--- src/rtl/uart_frame_pkg.sv ---
// Shared types and defaults for the SOF/LEN/payload/XOR-checksum frame parser.
package uart_frame_pkg;

    typedef enum logic [2:0] {
        ST_IDLE,
        ST_LEN,
        ST_PAYLOAD,
        ST_CHK,
        ST_DRAIN
    } state_e;

    localparam logic [7:0] SOF_BYTE_DEF = 8'hA5;
    localparam int         MAX_LEN_DEF  = 16;

    function automatic int idx_w(input int depth);
        return (depth > 1) ? $clog2(depth) : 1;
    endfunction

endpackage

--- src/rtl/uart_frame_buffer.sv ---
// Payload store: one synchronous write port, one asynchronous read port.
module uart_frame_buffer
    import uart_frame_pkg::*;
#(
    parameter  int DEPTH = MAX_LEN_DEF,
    localparam int AW    = idx_w(DEPTH)
) (
    input  logic          clk,
    input  logic          we,
    input  logic [AW-1:0] waddr,
    input  logic [7:0]    wdata,
    input  logic [AW-1:0] raddr,
    output logic [7:0]    rdata
);

    logic [7:0] mem_q [DEPTH];

    always_ff @(posedge clk) begin
        if (we) begin
            mem_q[waddr] <= wdata;
        end
    end

    assign rdata = mem_q[raddr];

endmodule

--- src/rtl/uart_frame_parser.sv ---
// Frame parser: SOF, LEN, payload, XOR checksum; drains payload over valid/ready.
// Define UART_FRAME_PARSER_TIMEOUT_EN to abort frames after TIMEOUT_CYCLES idle cycles.
module uart_frame_parser
    import uart_frame_pkg::*;
#(
    parameter int         MAX_LEN        = MAX_LEN_DEF,
    parameter logic [7:0] SOF_BYTE       = SOF_BYTE_DEF,
    parameter int         TIMEOUT_CYCLES = 20000
) (
    input  logic       clk,
    input  logic       resetn,
    input  logic [7:0] i_rx_data,
    input  logic       i_rx_data_valid,
    output logic [7:0] o_data,
    output logic       o_data_valid,
    input  logic       i_data_ready,
    output logic       o_data_last,
    output logic       o_frame_ok,
    output logic       o_frame_err,
    output logic       o_overrun,
    output logic       o_busy
);

    localparam int         AW        = idx_w(MAX_LEN);
    localparam logic [7:0] MAX_LEN_B = 8'(MAX_LEN);

    state_e     state_q, state_d;
    logic [7:0] len_q, len_d;
    logic [7:0] idx_q, idx_d;
    logic [7:0] xor_q, xor_d;
    logic       valid_q, valid_d;
    logic       ok_q, ok_d;
    logic       err_q, err_d;
    logic       ovr_q, ovr_d;
    logic       we;
    logic       last;
    logic [7:0] rdata;

`ifdef UART_FRAME_PARSER_TIMEOUT_EN
    localparam int          GW      = $clog2(TIMEOUT_CYCLES + 1);
    localparam logic [GW-1:0] GAP_MAX = GW'(TIMEOUT_CYCLES - 1);
    logic [GW-1:0] gap_q, gap_d;
`else
    // TIMEOUT_CYCLES has no effect when the gap counter is not built
    if (TIMEOUT_CYCLES < 1) begin : g_timeout_unused
    end
`endif

    // idx doubles as write index while filling and read index while draining
    assign last = valid_q && (idx_q == len_q - 8'd1);

    always_comb begin
        state_d = state_q;
        len_d   = len_q;
        idx_d   = idx_q;
        xor_d   = xor_q;
        valid_d = valid_q;
        ok_d    = 1'b0;
        err_d   = 1'b0;
        ovr_d   = 1'b0;
        we      = 1'b0;
        unique case (state_q)
            ST_IDLE: begin
                if (i_rx_data_valid && i_rx_data == SOF_BYTE) begin
                    state_d = ST_LEN;
                end
            end
            ST_LEN: begin
                if (i_rx_data_valid) begin
                    if (i_rx_data == 8'd0 || i_rx_data > MAX_LEN_B) begin
                        err_d   = 1'b1;
                        state_d = ST_IDLE;
                    end else begin
                        len_d   = i_rx_data;
                        xor_d   = i_rx_data;
                        idx_d   = 8'd0;
                        state_d = ST_PAYLOAD;
                    end
                end
            end
            ST_PAYLOAD: begin
                if (i_rx_data_valid) begin
                    we    = 1'b1;
                    xor_d = xor_q ^ i_rx_data;
                    idx_d = idx_q + 8'd1;
                    if (idx_q == len_q - 8'd1) begin
                        state_d = ST_CHK;
                    end
                end
            end
            ST_CHK: begin
                if (i_rx_data_valid) begin
                    if (i_rx_data == xor_q) begin
                        ok_d    = 1'b1;
                        valid_d = 1'b1;
                        idx_d   = 8'd0;
                        state_d = ST_DRAIN;
                    end else begin
                        err_d   = 1'b1;
                        state_d = ST_IDLE;
                    end
                end
            end
            ST_DRAIN: begin
                ovr_d = i_rx_data_valid;
                if (valid_q && i_data_ready) begin
                    if (last) begin
                        valid_d = 1'b0;
                        idx_d   = 8'd0;
                        state_d = ST_IDLE;
                    end else begin
                        idx_d = idx_q + 8'd1;
                    end
                end
            end
            default: state_d = ST_IDLE;
        endcase
`ifdef UART_FRAME_PARSER_TIMEOUT_EN
        gap_d = '0;
        if ((state_q == ST_LEN || state_q == ST_PAYLOAD || state_q == ST_CHK)
            && !i_rx_data_valid) begin
            if (gap_q == GAP_MAX) begin
                err_d   = 1'b1;
                state_d = ST_IDLE;
            end else begin
                gap_d = gap_q + 1'b1;
            end
        end
`endif
    end

    always_ff @(posedge clk or negedge resetn) begin
        if (!resetn) begin
            state_q <= ST_IDLE;
            len_q   <= 8'd0;
            idx_q   <= 8'd0;
            xor_q   <= 8'd0;
            valid_q <= 1'b0;
            ok_q    <= 1'b0;
            err_q   <= 1'b0;
            ovr_q   <= 1'b0;
`ifdef UART_FRAME_PARSER_TIMEOUT_EN
            gap_q   <= '0;
`endif
        end else begin
            state_q <= state_d;
            len_q   <= len_d;
            idx_q   <= idx_d;
            xor_q   <= xor_d;
            valid_q <= valid_d;
            ok_q    <= ok_d;
            err_q   <= err_d;
            ovr_q   <= ovr_d;
`ifdef UART_FRAME_PARSER_TIMEOUT_EN
            gap_q   <= gap_d;
`endif
        end
    end

    uart_frame_buffer #(
        .DEPTH (MAX_LEN)
    ) u_buf (
        .clk   (clk),
        .we    (we),
        .waddr (idx_q[AW-1:0]),
        .wdata (i_rx_data),
        .raddr (idx_q[AW-1:0]),
        .rdata (rdata)
    );

    assign o_data       = valid_q ? rdata : 8'h00;
    assign o_data_valid = valid_q;
    assign o_data_last  = last;
    assign o_frame_ok   = ok_q;
    assign o_frame_err  = err_q;
    assign o_overrun    = ovr_q;
    assign o_busy       = (state_q != ST_IDLE);

endmodule

--- config.mk ---
export PLATFORM = sky130hd
export DESIGN_NAME = uart_frame_parser
export DESIGN_NICKNAME = d
export VERILOG_FILES = /design/src/rtl/uart_frame_pkg.sv /design/src/rtl/uart_frame_buffer.sv /design/src/rtl/uart_frame_parser.sv
export SDC_FILE = /design/constraint.sdc
export NUM_CORES = 1
export LEC_CHECK = 0
export BUFFER_PORTS_ARGS = -buffer_cell sky130_fd_sc_hd__buf_2
export CORE_UTILIZATION = 35
export CTS_CLUSTER_DIAMETER = 40
export CTS_CLUSTER_SIZE = 40
export DETAILED_ROUTE_END_ITERATION = 6
export GPL_TIMING_DRIVEN = 0
export SLEW_MARGIN = 30
export SYNTH_ARGS = -nofsm -noshare
export SYNTH_HDL_FRONTEND = slang
export SYNTH_SLANG_ARGS = --single-unit
--- constraint.sdc ---
create_clock -name clk -period 2.7 [get_ports clk]
set_clock_uncertainty 0.1 [all_clocks]
set_input_delay 0.135 -clock clk [delete_from_list [all_inputs] [get_ports clk]]
set_output_delay 0.135 -clock clk [all_outputs]
set_load 0.02 [all_outputs]
Word-level counts from Yosys, hierarchy flattened
Memories as Yosys holds them, arrays and structs flattened.
Cells that the tools add are included.
{"block": "totals", "reg_bits": 31, "latch_bits": 0, "mem_bits_rw": 128, "rom_bits": 0, "inputBits": 12, "out_inout_bits": 14, "memories": 1}
{"block": "classes", "n_addsub": 2, "multipliers": 0, "div_mod_pow": 0, "n_lt_le_gt_ge": 1, "n_eq_ne": 16, "shift": 0, "muxes": 41, "bitwise_logic": 2, "reduce_logical": 15}
{"memory": "u_buf.mem_q", "words": 16, "width": 8, "rd": 1, "rd_clocked_by_memory_dff": 0, "write_ports": 1, "line": "uart_frame_buffer.sv:16", "source": "logic [7:0] mem_q [DEPTH];"}
{"op": "$mux 8", "count": 11}
{"op": "$pmux 8 s4", "count": 1}
{"op": "$mux 3", "count": 8}
{"op": "$ne 2x2->1 const B", "count": 9}
{"op": "$eq 8x8->1", "count": 2}
{"op": "$mux 1", "count": 16}
{"op": "$pmux 8 s2", "count": 1}
{"op": "$pmux 3 s5", "count": 1}
{"op": "$reduce_and 7->1", "count": 2}
{"op": "$add 8x1->8 const B", "count": 1}
{"op": "$eq 8x8->1 const B", "count": 1}
{"op": "$gt 8x5->1 const B", "count": 1}
{"op": "$logic_not 8->1", "count": 1}
{"op": "$sub 8x1->8 const B", "count": 1}
{"op": "$xor 8x8->8", "count": 1}
{"op": "$eq 3x2->1 const B", "count": 2}
{"op": "$reduce_and 5->1", "count": 1}
{"op": "$pmux 1 s2", "count": 2}
{"op": "$reduce_and 4->1", "count": 1}
{"op": "$reduce_bool 2->1", "count": 2}
{"op": "$reduce_bool 4->1", "count": 1}
{"op": "$eq 3x1->1 const B", "count": 1}
{"op": "$eq 3x3->1 const B", "count": 1}
{"op": "$logic_and 1x1->1", "count": 3}
{"op": "other kinds (6)", "count": 6}

Longest topological paths before layout
{"block": "depth", "ltp_word": 6, "depth_mapped": 9}

Cells and area by module
A second synthesis with hierarchy kept.
{"block": "unflattened", "cells_unflattened": 440, "hier_area_um2": 7004.2}
{"mod": "uart_frame_buffer", "instances": 1, "cells_per_inst": 221, "area_each_um2": 4987.3}
{"mod": "uart_frame_parser", "instances": 1, "cells_per_inst": 219, "area_each_um2": 2016.9}

Worst setup path after synthesis
No wires, ideal clock.
{"block": "synth_path", "path_kind": "flip-flop to output port", "start": "register len_q[2]", "end": "output port o_data_last", "arrival_time_ns": 2.185, "t_required_ns": 2.465, "setup_slack_ns": 0.280, "stages_incl_launch_ff": 7, "path_cell_list": "dfrtp_1 -> or3_1 -> or3_4 -> a2111oi_4 -> o211ai_4 -> buf_6 -> nor2_1"}
{"block": "synth_between", "elab_chain_len": 3}
{"item": "start: declaration", "line": "uart_frame_parser.sv:28", "source": "logic [7:0] len_q, len_d;"}
{"item": "start signal: assignment", "line": "uart_frame_parser.sv:147", "source": "len_q <= len_d;"}
{"item": "$sub 8x1->8", "line": "uart_frame_parser.sv:50", "source": "assign last = valid_q && (idx_q == len_q - 8'd1);"}
{"item": "$eq 8x8->1", "line": "uart_frame_parser.sv:50"}
{"item": "$logic_and 1x1->1", "line": "uart_frame_parser.sv:50"}
{"item": "end: declaration", "line": "uart_frame_parser.sv:17", "source": "output logic o_data_last,"}
Every way passes these cells.

Final worst setup path
{"block": "layout_path", "start": "register idx_q[0]", "end": "output port o_data[4]"}
{"block": "layout_between", "elab_chain_len": 2}
{"item": "start: declaration", "line": "uart_frame_parser.sv:29", "source": "logic [7:0] idx_q, idx_d;"}
{"item": "start signal: assignment", "line": "uart_frame_parser.sv:148", "source": "idx_q <= idx_d;"}
{"item": "$mem_v2 16x8"}
{"item": "$mux 8", "line": "uart_frame_parser.sv:171", "source": "assign o_data = valid_q ? rdata : 8'h00;"}
{"item": "end: declaration", "line": "uart_frame_parser.sv:14", "source": "output logic [7:0] o_data,"}
Every way passes these cells.

==> summary.md <==
| Metric | Value |
|---|---|
| Status | finished with violations |
| Failing checks | negative setup slack |
| Fin nets | about 530 |
| Power Internal | a little over 5 mW |
| Sw frac | a little under a third |
| Crit path DAT | 2490 ps |
| Most common flop cell mapped by yosys | edfxtp_1 |
| Startpoint Class | flop |
| Peak VDD IR | ~0.54 mV |
| WL/cell | between 20 and 25 um |
| Dpl cell area | around 7500 um2 |
| Vias in the first global route | 4,249 |
| Total GRT Usage | about 17% |
| Most common cell after layout, fill and taps aside | edfxtp_1 |
| Area leader, netlist | edfxtp_1 |
| Psw | approximately 2.4 mW |
| Area delta synth->final | 21.4% |
| Synthesized area | ~7000 um2 |
| Drt first-iter violations | 394 |
| CP Class | reg -> out |
| WP data required | about 2500 ps |
| Initial antenna violation count | 0 |
| IO buf count | 25 |
| Gp weighted congestion | 0.790 |
| Drt drc | 0 |
| Starting density of the core | between 30% and 40% |
| Avg Cell Area, Syn | between 15 and 20 um2 |
| Final Hold Fails | 0 |
| Final worst slack | -29.0 ps |
| Worst-path clk slew | around 70 ps |
| CTS tree | yes |
| FP Rows | 51 |
| Slew @ Worst Pin | between 700 and 800 ps |
| Synth warn | 0 |
| Cells after Synth | 446 |
| Via count | 4,185 |
| Core Footprint | 19,500 um2 |
| Commonest cells after routing, fill and taps aside | edfxtp_1, mux4_2, dfrtp_1, nand2_1, nor2_1 |
| Syn_nets | approximately 460 |
| Largest net degree at the start of global routing | 32 |
| Via/cell ratio | 5.31 |
| Max-slew headroom | about 49% |
| Number of detailed-route iterations in the first pass | 5 |
| First-pass GRT wire length | between 20 and 30 mm |
| Final period util | 101% |
| Asr flop ratio synth | 19.5% |
| Total power draw | ~7.5 mW |
| Diodes inserted | 0 |
| Seq pwr share | about 39% |
| PwrDens | roughly 900 nW/um2 |
| Final worst path period need | around 2700 ps |
| Sequential fraction of the synthesis area | between 60% and 70% |
| HPWL after DPL | 10.5 mm |
| Clock sinks | between 150 and 200 |
| Synth area leaders | edfxtp_1, mux4_2, dfrtp_1 |
| HP Class | in -> reg |
| Logic pwr share | between 30 and 40% |
| CP Capture Type | output port |
| Post-layout instance area | between 8000 and 9000 um2 |
| Yosys top cell area share | 55.0% |
| H-Tree Depth | 4 |
| WL final | 16.4 mm |
| Yosys cell types | between 40 and 50 |
| # IOs | 26 |
| Fmax | about 0.37 GHz |
| Hold Slack | approximately 15 ps |
| Die area | ~21,000 um2 |
| Util after Layout | a little over two fifths |
| Critical Path Fanout Max | 8 |
| Pleak | about 2.9 nW |
| Die Y | between 100 and 150 um |
| Setup Viol. Count Final | 7 |
| Share of layout cells above drive strength 1 | a little under a third |
| Clock Tree Root | clkbuf_16 |
| Die width | 143 um |
| Register bit total from synthesis | 159 |
| Remaining global-route overflow | 0 |
| Unrepaired setup endpoints after global routing | true |
| Number of flops mapped to enable cells by yosys | about 130 |
| Clock buffer count from CTS | 17 |
| Clock Latency Late Sink | about 430 ps |
| Final count of pins violating max slew | 0 |
| Clk buf depth | 2 |
| Total of max-cap violations | 0 |
| Clock Power Share | a little under 30% |
| Routed Antenna Nets | 0 |
## final cells by class
cell class,count,area [um2]
plain buffers,24,190
clock inverters,14,125
repair buffers,46,404
flip-flops and latches,159,4620
well taps,265,332
clock buffers,18,429
fillers,1740,11000
multi-input cells,249,2340
inverters,13,48.8
## cell usage after synthesis, types with 2 or more instances
cell type,number
dfrtp_1,31
o211ai_1,9
nor2_1,37
a22oi_1,5
o22ai_1,6
o21ai_0,12
nand4b_1,2
nand3b_1,2
nor4_1,4
nor3_1,5
nand2_1,26
edfxtp_1,128
nand3_1,6
mux2_2,5
a31oi_1,3
nand4_1,2
ha_1,5
clkbuf_1,20
and2_1,19
and3_1,4
inv_1,13
o21ai_1,3
buf_2,4
mux4_2,40
nor2b_1,4
xnor2_1,18
or3_1,4
a21oi_1,11
## metal layers
metal | part of all wire (%) | routed length [um] | vias up | global-route usage (%)
met4 | 2.0 | 328 | 0 | 6.38
met2 | 50 | 8200 | 125 | 27.9
met1 | 44 | 7220 | 2174 | 22.8
met3 | 4.0 | 656 | 21 | 3.53
met5 | 0 | 0 | - | 0
li1 | - | - | 1865 | -
## power by group through the flow
stage / clock network (mW) / logic [mW] / registers (mW)
2_1_floorplan: 0 / 1.49 / 2.98
3_3_place_gp: 0 / 1.95 / 3.00
3_5_place_dp: 0 / 1.99 / 3.02
4_1_cts: 2.26 / 2.30 / 2.96
5_1_grt: 2.35 / 2.52 / 2.99
6_report: 2.25 / 2.33 / 2.97
## logic make-up (layout without fill, tap and decap cells)
logic type,Yosys count,in the layout,share of synthesized area [%]
multiplexers,45,45,13.7
AND/OR/NAND/NOR,122,122,8.84
XOR/XNOR,18,18,2.25
adder cells (fa/ha/maj),5,5,0.894
buffers and inverters,38,115,2.22
flip-flops,159,159,66.0
AO/OA/AOI/OAI,59,59,6.06
## registers in the layout (all words and copies together) (netlist names)
name and flops:
xor_q 8, o_data_valid 1, idx_q 8, o_overrun 1, o_frame_err 1, len_q 8, u_buf.mem_q 128, o_frame_ok 1
state_q 3
## through the flow
stage | setup slack, ps | setup TNS, ps | std cells
detailed placement | -195 | -12740 | 736
global route | -150 | -12600 | 788
finish | -29.0 | -116 | 788
floorplan | 280 | 0 | 446
global placement | -161 | -10640 | 736
CTS | -203 | -9120 | 780
## worst max-delay path, cell delays in order (launching register included)
cell and delay (ps):
dfrtp_1 400, buf_12 160, buf_12 150, mux4_2 560, mux4_2 500, and2_4 170
buf_6 120
## path summary, 6_finish.rpt
kind	startpoint	end	slack (ps)	depth (start not counted)
max	idx_q[0]	o_data[4]	-30	6
max reg2reg	state_q[2]	u_buf.mem_q[0][6]	0	6
max in group asynchronous	resetn	len_q[2]	1790	2
min	i_data_ready	o_data_valid	20	3
min in group asynchronous	resetn	o_frame_err	200	2
min reg2reg	len_q[7]	len_q[7]	420	1
## repair_timing
item	CTS	global route
pin swaps	1	4
resized for setup	59	27
endpoints found under the setup margin	137	141
cloned	2	0
hold buffers	1	0
setup buffers	10	10
endpoints found under the hold margin	31	0
Power figures use the tool's default switching activity.
